**src/rtl/ex_mc_stall_ctrl_pkg.sv**
```systemverilog
// rtl/ex_mc_stall_ctrl_pkg.sv - shared constants for the EX multi-cycle stall controller
package ex_mc_stall_ctrl_pkg;

    typedef logic [5:0] stall_vec_t;

    // Per-stage stall levels
    localparam logic STOP    = 1'b1;
    localparam logic NO_STOP = 1'b0;

    // Stall masks: bit0 pc, bit1 if, bit2 id, bit3 ex, bit4 mem, bit5 wb
    localparam stall_vec_t STALL_NONE = 6'b000000;
    localparam stall_vec_t STALL_ID   = 6'b000111;
    localparam stall_vec_t STALL_EX   = 6'b001111;
    localparam stall_vec_t STALL_MEM  = 6'b011111;

    // Sequencer state codes
    localparam logic [1:0] ST_IDLE     = 2'd0;
    localparam logic [1:0] ST_MADD2    = 2'd1;
    localparam logic [1:0] ST_DIV_BUSY = 2'd2;

endpackage

```
**src/rtl/ex_mc_stall_ctrl.sv**
```systemverilog
// rtl/ex_mc_stall_ctrl.sv - multi-cycle EX op sequencer and pipeline stall vector
module ex_mc_stall_ctrl
    import ex_mc_stall_ctrl_pkg::*;
#(
    parameter int DIV_TIMEOUT = 40,
    parameter int WDOG_W      = 6
) (
    input  logic       clk,
    input  logic       rst,
    input  logic       stallreq_id_i,
    input  logic       stallreq_mem_i,
    input  logic       ex_madd_i,
    input  logic       ex_div_i,
    input  logic       ex_div_signed_i,
    input  logic       div_ready_i,
    output logic [5:0] stall_o,
    output logic [1:0] cnt_o,
    output logic       div_start_o,
    output logic       div_signed_o,
    output logic       div_annul_o,
    output logic       div_timeout_o
);

    localparam logic [WDOG_W-1:0] WDOG_LAST = WDOG_W'(DIV_TIMEOUT - 1);
    localparam logic [WDOG_W-1:0] WDOG_MAX  = {WDOG_W{1'b1}};

    logic [1:0]        state;
    logic [1:0]        state_nxt;
    logic [WDOG_W-1:0] wdog;
    logic              stallreq_ex;
    logic              div_launch;
    logic              timeout_hit;

    // Deepest requesting stage wins: mem freezes through mem, ex through ex, id through id
    function automatic stall_vec_t stall_vec(input logic req_mem, input logic req_ex,
                                             input logic req_id);
        if (req_mem)
            return STALL_MEM;
        else if (req_ex)
            return STALL_EX;
        else if (req_id)
            return STALL_ID;
        else
            return STALL_NONE;
    endfunction

    // Mealy decode of the sequencer: stall request, madd phase, divider handshake, next state
    always_comb begin
        state_nxt   = state;
        stallreq_ex = NO_STOP;
        cnt_o       = 2'd0;
        div_start_o = 1'b0;
        div_annul_o = 1'b0;
        div_launch  = 1'b0;
        timeout_hit = 1'b0;
        if (rst) begin
            div_annul_o = 1'b1;
            state_nxt   = ST_IDLE;
        end else begin
            case (state)
                ST_IDLE: begin
                    // A frozen EX must not launch anything; madd wins an illegal madd+div
                    if (!stallreq_mem_i) begin
                        if (ex_madd_i) begin
                            stallreq_ex = STOP;
                            state_nxt   = ST_MADD2;
                        end else if (ex_div_i) begin
                            stallreq_ex = STOP;
                            div_start_o = 1'b1;
                            div_launch  = 1'b1;
                            state_nxt   = ST_DIV_BUSY;
                        end
                    end
                end
                ST_MADD2: begin
                    cnt_o = 2'd1;
                    if (!stallreq_mem_i)
                        state_nxt = ST_IDLE;
                end
                ST_DIV_BUSY: begin
                    if (!div_ready_i && wdog == WDOG_LAST) begin
                        // Give up on the divider; EX retires with stale hi/lo
                        div_annul_o = 1'b1;
                        timeout_hit = 1'b1;
                        state_nxt   = ST_IDLE;
                    end else if (!div_ready_i) begin
                        stallreq_ex = STOP;
                        div_start_o = 1'b1;
                    end else if (!stallreq_mem_i) begin
                        state_nxt = ST_IDLE;
                    end else begin
                        // Result ready but mem is stalled: keep start so the divider holds it
                        div_start_o = 1'b1;
                    end
                end
                default: state_nxt = ST_IDLE;
            endcase
        end
    end

    assign stall_o = rst ? STALL_NONE : stall_vec(stallreq_mem_i, stallreq_ex, stallreq_id_i);

    // State, divide watchdog, captured sign and sticky timeout flag
    always_ff @(posedge clk) begin
        if (rst) begin
            state         <= ST_IDLE;
            wdog          <= '0;
            div_signed_o  <= 1'b0;
            div_timeout_o <= 1'b0;
        end else begin
            state <= state_nxt;
            if (div_launch) begin
                wdog         <= '0;
                div_signed_o <= ex_div_signed_i;
            end else if (state == ST_DIV_BUSY && wdog != WDOG_MAX) begin
                wdog <= wdog + 1'b1;
            end
            if (timeout_hit)
                div_timeout_o <= 1'b1;
        end
    end

endmodule

```
**config.mk**
```make
export PLATFORM = sky130hd
export DESIGN_NAME = ex_mc_stall_ctrl
export DESIGN_NICKNAME = d
export VERILOG_FILES = /design/src/rtl/ex_mc_stall_ctrl_pkg.sv /design/src/rtl/ex_mc_stall_ctrl.sv
export SDC_FILE = /design/constraint.sdc
export NUM_CORES = 1
export LEC_CHECK = 0
export BUFFER_PORTS_ARGS = -buffer_cell sky130_fd_sc_hd__buf_2
export CAP_MARGIN = 15
export CORE_MARGIN = 2
export CORE_UTILIZATION = 43
export DETAILED_ROUTE_END_ITERATION = 6
export GPL_TIMING_DRIVEN = 0
export PLACE_DENSITY_LB_ADDON = 0.15
export SLEW_MARGIN = 0
export SYNTH_ARGS = -nofsm -noshare
export SYNTH_HDL_FRONTEND = slang
export SYNTH_SLANG_ARGS = --single-unit
export TNS_END_PERCENT = 100
```
**constraint.sdc**
```tcl
create_clock -name clk -period 1.5 [get_ports clk]
set_clock_uncertainty 0.05 [all_clocks]
set_input_delay 0.3 -clock clk [delete_from_list [all_inputs] [get_ports clk]]
set_output_delay 0.3 -clock clk [all_outputs]
set_load 0.005 [all_outputs]
```
Yosys cells after proc, flatten, opt, wreduce, memory -nomap -nowiden. Cells that the tools add are included.

Bits in registers: 10. Bits of input ports: 8. Output and inout bits: 12. Word-level logic and storage cells: 51.

$add $sub $neg: 1. Equal/unequal tests: 7. Muxes and demuxes: 33. Reduce and logical (&&, ||, !) cells: 6.

Operator list (count): $mux W1 (20); $mux W2 (6); $add A6 B1 Y6 const B (1); $eq A6 B6 Y1 const B (1); $mux W6 (1); $ne A3 B3 Y1 const B (2); $ne A6 B6 Y1 const B (1); $pmux W2 S3 (1); $mux W5 (1); $mux W4 (1); $pmux W1 S2 (2); $mux W3 (1); $reduce_and A3 Y1 (1); $eq A2 B1 Y1 const B (1); $eq A2 B2 Y1 const B (1); $logic_and A1 B1 Y1 (2); $logic_not A2 Y1 (1); $ne A2 B2 Y1 const B (1); $reduce_or A2 Y1 (1); $logic_not A1 Y1 (1).

Depth between registers and ports, before layout.
Depth after elaboration: 8. Mapped depth: 5. Gate-level depth less buffers: 4.

Least setup slack after synthesis. No wires, ideal clock.

Path kind: register to output. From: reg state[1]. To: out stall_o[1]. Data arrival time: 1.194 ns. Required time: 1.150 ns. Path slack: -0.044 ns. Stages on the path, launching flop included: 5. Cells stage by stage: dfxtp_1 -> nor3b_2 -> o21ai_1 -> a31oi_1 -> buf_4.

Word-level cells in the longest chain between the ends: 6.

RTL lines: from (decl) (RTL line ex_mc_stall_ctrl.sv:27) `logic [1:0] state;`; from (signal assigned) (RTL line ex_mc_stall_ctrl.sv:111) `state <= state_nxt;`; $eq A2 B2 Y1 / $logic_not A2 Y1 (equally long branches) (RTL line ex_mc_stall_ctrl.sv:60) `case (state)`; $pmux W1 S2 (*) (RTL line ex_mc_stall_ctrl.sv:60); $mux W1 (*) (RTL line ex_mc_stall_ctrl.sv:56) `if (rst) begin`; $mux W4 (*) (RTL line ex_mc_stall_ctrl.sv:39) `else if (req_ex)`; $mux W5 (*) (RTL line ex_mc_stall_ctrl.sv:37) `if (req_mem)`; $mux W6 (*) (RTL line ex_mc_stall_ctrl.sv:101) `assign stall_o = rst ? STALL_NONE : stall_vec(stallreq_mem_i, stallreq_ex, stallreq_id_i);`; to (decl) (RTL line ex_mc_stall_ctrl.sv:16) `output logic [5:0] stall_o,`.

Mark *: on every way between the ends. The rest lies on a longest branch, timed or not.

Final worst setup path.
From: reg wdog[3]. To: out stall_o[1].

Word-level cells in the longest chain between the ends: 8.

RTL lines: from (decl) (RTL line ex_mc_stall_ctrl.sv:29) `logic [WDOG_W-1:0] wdog;`; from (signal assigned) (RTL line ex_mc_stall_ctrl.sv:116) `wdog <= wdog + 1'b1;`; $eq A6 B6 Y1 (RTL line ex_mc_stall_ctrl.sv:81) `if (!div_ready_i && wdog == WDOG_LAST) begin`; $logic_and A1 B1 Y1 (RTL line ex_mc_stall_ctrl.sv:81); $mux W1 (RTL line ex_mc_stall_ctrl.sv:81); $pmux W1 S2 (RTL line ex_mc_stall_ctrl.sv:60); $mux W1 (RTL line ex_mc_stall_ctrl.sv:56); $mux W4 (RTL line ex_mc_stall_ctrl.sv:39); $mux W5 (RTL line ex_mc_stall_ctrl.sv:37); $mux W6 (RTL line ex_mc_stall_ctrl.sv:101).

Every way passes these cells.

==> impl_metrics.toml <==
[pwr]
cellInternalPower_mw = 0.4309
p_per_area_nw_per_um2 = 585.3
netSwitchingPower_mw = 0.1624
pwr-share-comb = 0.224
ir_worst_vdd_mv = 0.4524
p_sw_frac = 0.2737
clkPwrFrac = 0.314
p_seq_frac = 0.462
p_leak_nw = 0.4076

[synthesis]
synth_top_area_frac = 0.3119
synth_area_per_cell_um2 = 8.229
ys_async_sr_fraction = 0
mappedNetlistArea_um2 = 641.9
yosys.cell_types.count = 36
synthFlopType = "dfxtp_1"
synth_warnings = 0
synth_edf_count = 0
syn_inst = 78
synth_seq_area_share = 0.3119
ys_ff_latch = 10
synth_largest_area_cell = "dfxtp_1"
synthTopCellsByArea = "dfxtp_1 (31%), buf_4 (5.8%), a21oi_1 (4.7%)"

[final_layout]
most-common-layout-cells = "buf_2 (15), buf_4 (13), buf_6 (7)"
utilization = 0.7507
layout_commonest_cell = "buf_2"
drive_above_1_share = 0.5676
area_delta_synth_final_pct = 57.89
n_antenna_cell = 0
final_nets = 122

[global_routing]
grt-ovfl-total = 0
grt_pass1_vias = 654
grt_pass1_wl_mm = 2.891
grt_max_degree = 11
antenna_found_initial = 0
grtUsageTotal = 0.2133

[worst_hold_path]
whs_endpoint = "div_signed_o$_SDFFE_PP0P_"
worstHoldStart = "ex_div_signed_i"
whs_path_depth = 3
hp-class = "in -> reg"

[placement]
place.gp.congestion = 0.8328
dp_hpwl_mm = 1.064
portBuffers = 17
dp_slack_ns = -0.1950

[critical_path]
crit_arrival_ns = 1.48
reg2reg_slack_ns = -0.03
r2r-end = "wdog[0]$_SDFFE_PP0P_"
crit_family = "flip-flops"
cp_data_required_time_ns = 1.15
reg2reg_from = "wdog[1]$_SDFFE_PP0P_"
crit_type = "reg -> out"
crit_fanout = 9
critPathLaunchType = "flop"
worst_path_largest_cell_delay_ns = 0.37
crit_top_cell = "buf_6"
crit_chain = "or2_4 -> o21ai_4 -> a31oi_4 -> buf_6 -> buf_6"
crit_slowest_cell = "dfxtp_2"
critPathBufInv = 2
endpoint_kind = "output pin"
reg2reg_depth = 6

[timing]
fin_crit_ns = 1.828
worst_slack_ns = -0.3284
fmax_mhz = 546.9
rsz0062_at_grt = "true"
holdWs_ns = 0.2333
post-route-period-util = 1.219
setup_viol = 7
finalHoldViolations = 0
drv_slew = 0

[routing]
routedWlPerCell_um = 14.63
drt_first_pass_iters = 4
vias = 729
wl_mm = 1.844
remaining_drc_errors = 0
drtAntennaViolNets = 0
avgViaCountPerCell = 5.786
drtIter0Drc = 19

[clock_network]
cts_hold_buf = 0
cts_made_buffers = 3
htree_num_levels = 1
clock_latency_ns = 0.27
clk_pin_slew_worst_paths_ns = 0.06
cts-root-buf = "clkbuf_4"
clock_path_buffers = 2
clkSinkCount = 10
cts_tree = "done"

[die]
core-area_um2 = 1350
start_util = 0.4754
die_x_um = 42.64
pin_count = 20
rows = 13
dieArea_um2 = 1818
die_h_um = 42.64

[outcome]
status = "complete, but fails checks"
violations = "negative setup slack"

[job]
max-cap-violations = 0
[worst min-delay path, cell delays in order]
cell and delay [ns]:
buf_2 0.10, nand3_1 0.06, a21oi_1 0.05
[routing by layer]
layer  wire, um  part of all wire  track usage  vias to the layer above
met5          0                 0            0                        -
met4         42             0.023       0.1188                        0
met3         95             0.052      0.05172                        7
met2        904              0.49       0.3576                       19
met1        802              0.43       0.2429                      344
li1           -                 -            -                      359
[how the worst max path moves through the flow]
| stage | from | end | slack [ns] | cells past startpoint |
|---|---|---|---|---|
| 6_report | wdog[3]$_SDFFE_PP0P_ | stall_o[1] | -0.33 | 5 |
| 2_1_floorplan | state[0]$_SDFFE_PP0P_ | stall_o[1] | 0.008 | 5 |
| 4_1_cts | wdog[1]$_SDFFE_PP0P_ | stall_o[2] | -0.31 | 6 |
| 3_5_place_dp | wdog[0]$_SDFFE_PP0P_ | stall_o[2] | -0.20 | 6 |
| 3_3_place_gp | wdog[0]$_SDFFE_PP0P_ | stall_o[2] | -0.15 | 6 |
| 5_1_grt | wdog[1]$_SDFFE_PP0P_ | stall_o[1] | -0.37 | 6 |
[Yosys cell counts, types with 2 or more instances]
master and n:
buf_4 5, nand3_1 3, nand2_1 4, nor3_1 5, o21ai_0 2, inv_1 2, nand2b_1 3, dfxtp_1 10
a211oi_1 3, a31oi_1 4, nor2_1 5, and3_1 2, nor3b_1 2, a21oi_1 6
[registers in the layout, summed over array words and instances, names as in the netlist]
register	flops
wdog	6
state	2
div_signed_o	1
div_timeout_o	1
[stage by stage]
stage	std cells	setup TNS (ns)	instance area (um^2)	power, mW
finish	126	-1.769	1013	0.5932
global route	126	-2.151	1013	0.6162
CTS	124	-1.754	959.7	0.5883
detailed placement	111	-0.7226	784.5	0.3788
global placement	111	-0.4911	784.5	0.3765
floorplan	79	0	680.7	0.3411
[power groups by stage]
stage	combinational (mW)	clock [mW]	sequential [mW]
global route	0.144	0.197	0.274
CTS	0.124	0.191	0.273
finish	0.133	0.186	0.274
detailed placement	0.0956	0	0.283
global placement	0.0934	0	0.283
floorplan	0.0590	0	0.282
[cells by family after synthesis]
kind of cell | share of synthesized area
other | 0.005842
adder cells (fa/ha/maj) | 0.01949
AO/OA/AOI/OAI | 0.2534
buffers and inverters | 0.08382
AND/OR/NAND/NOR | 0.3080
multiplexers | 0.01754
flip-flops | 0.3119
[repair_timing]
item / 4_1_cts / 5_1_grt
endpoints found under the setup margin: 8 / 9
buffers inserted: 11 / 2
resized for setup: 18 / 12
gates cloned: 0 / 0
pin swaps: 6 / 1
[area by class of cell]
| type | instances | area, um^2 |
|---|---|---|
| Tap cell | 15 | 18.77 |
| Sequential cell | 10 | 217.7 |
| Buffer | 6 | 53.80 |
| Timing Repair Buffer | 30 | 202.7 |
| Multi-Input combinational cell | 60 | 490.5 |
| Inverter | 2 | 7.507 |
| Fill cell | 95 | 336.6 |
| Clock buffer | 3 | 22.52 |
(Power assumes the default switching activity.)
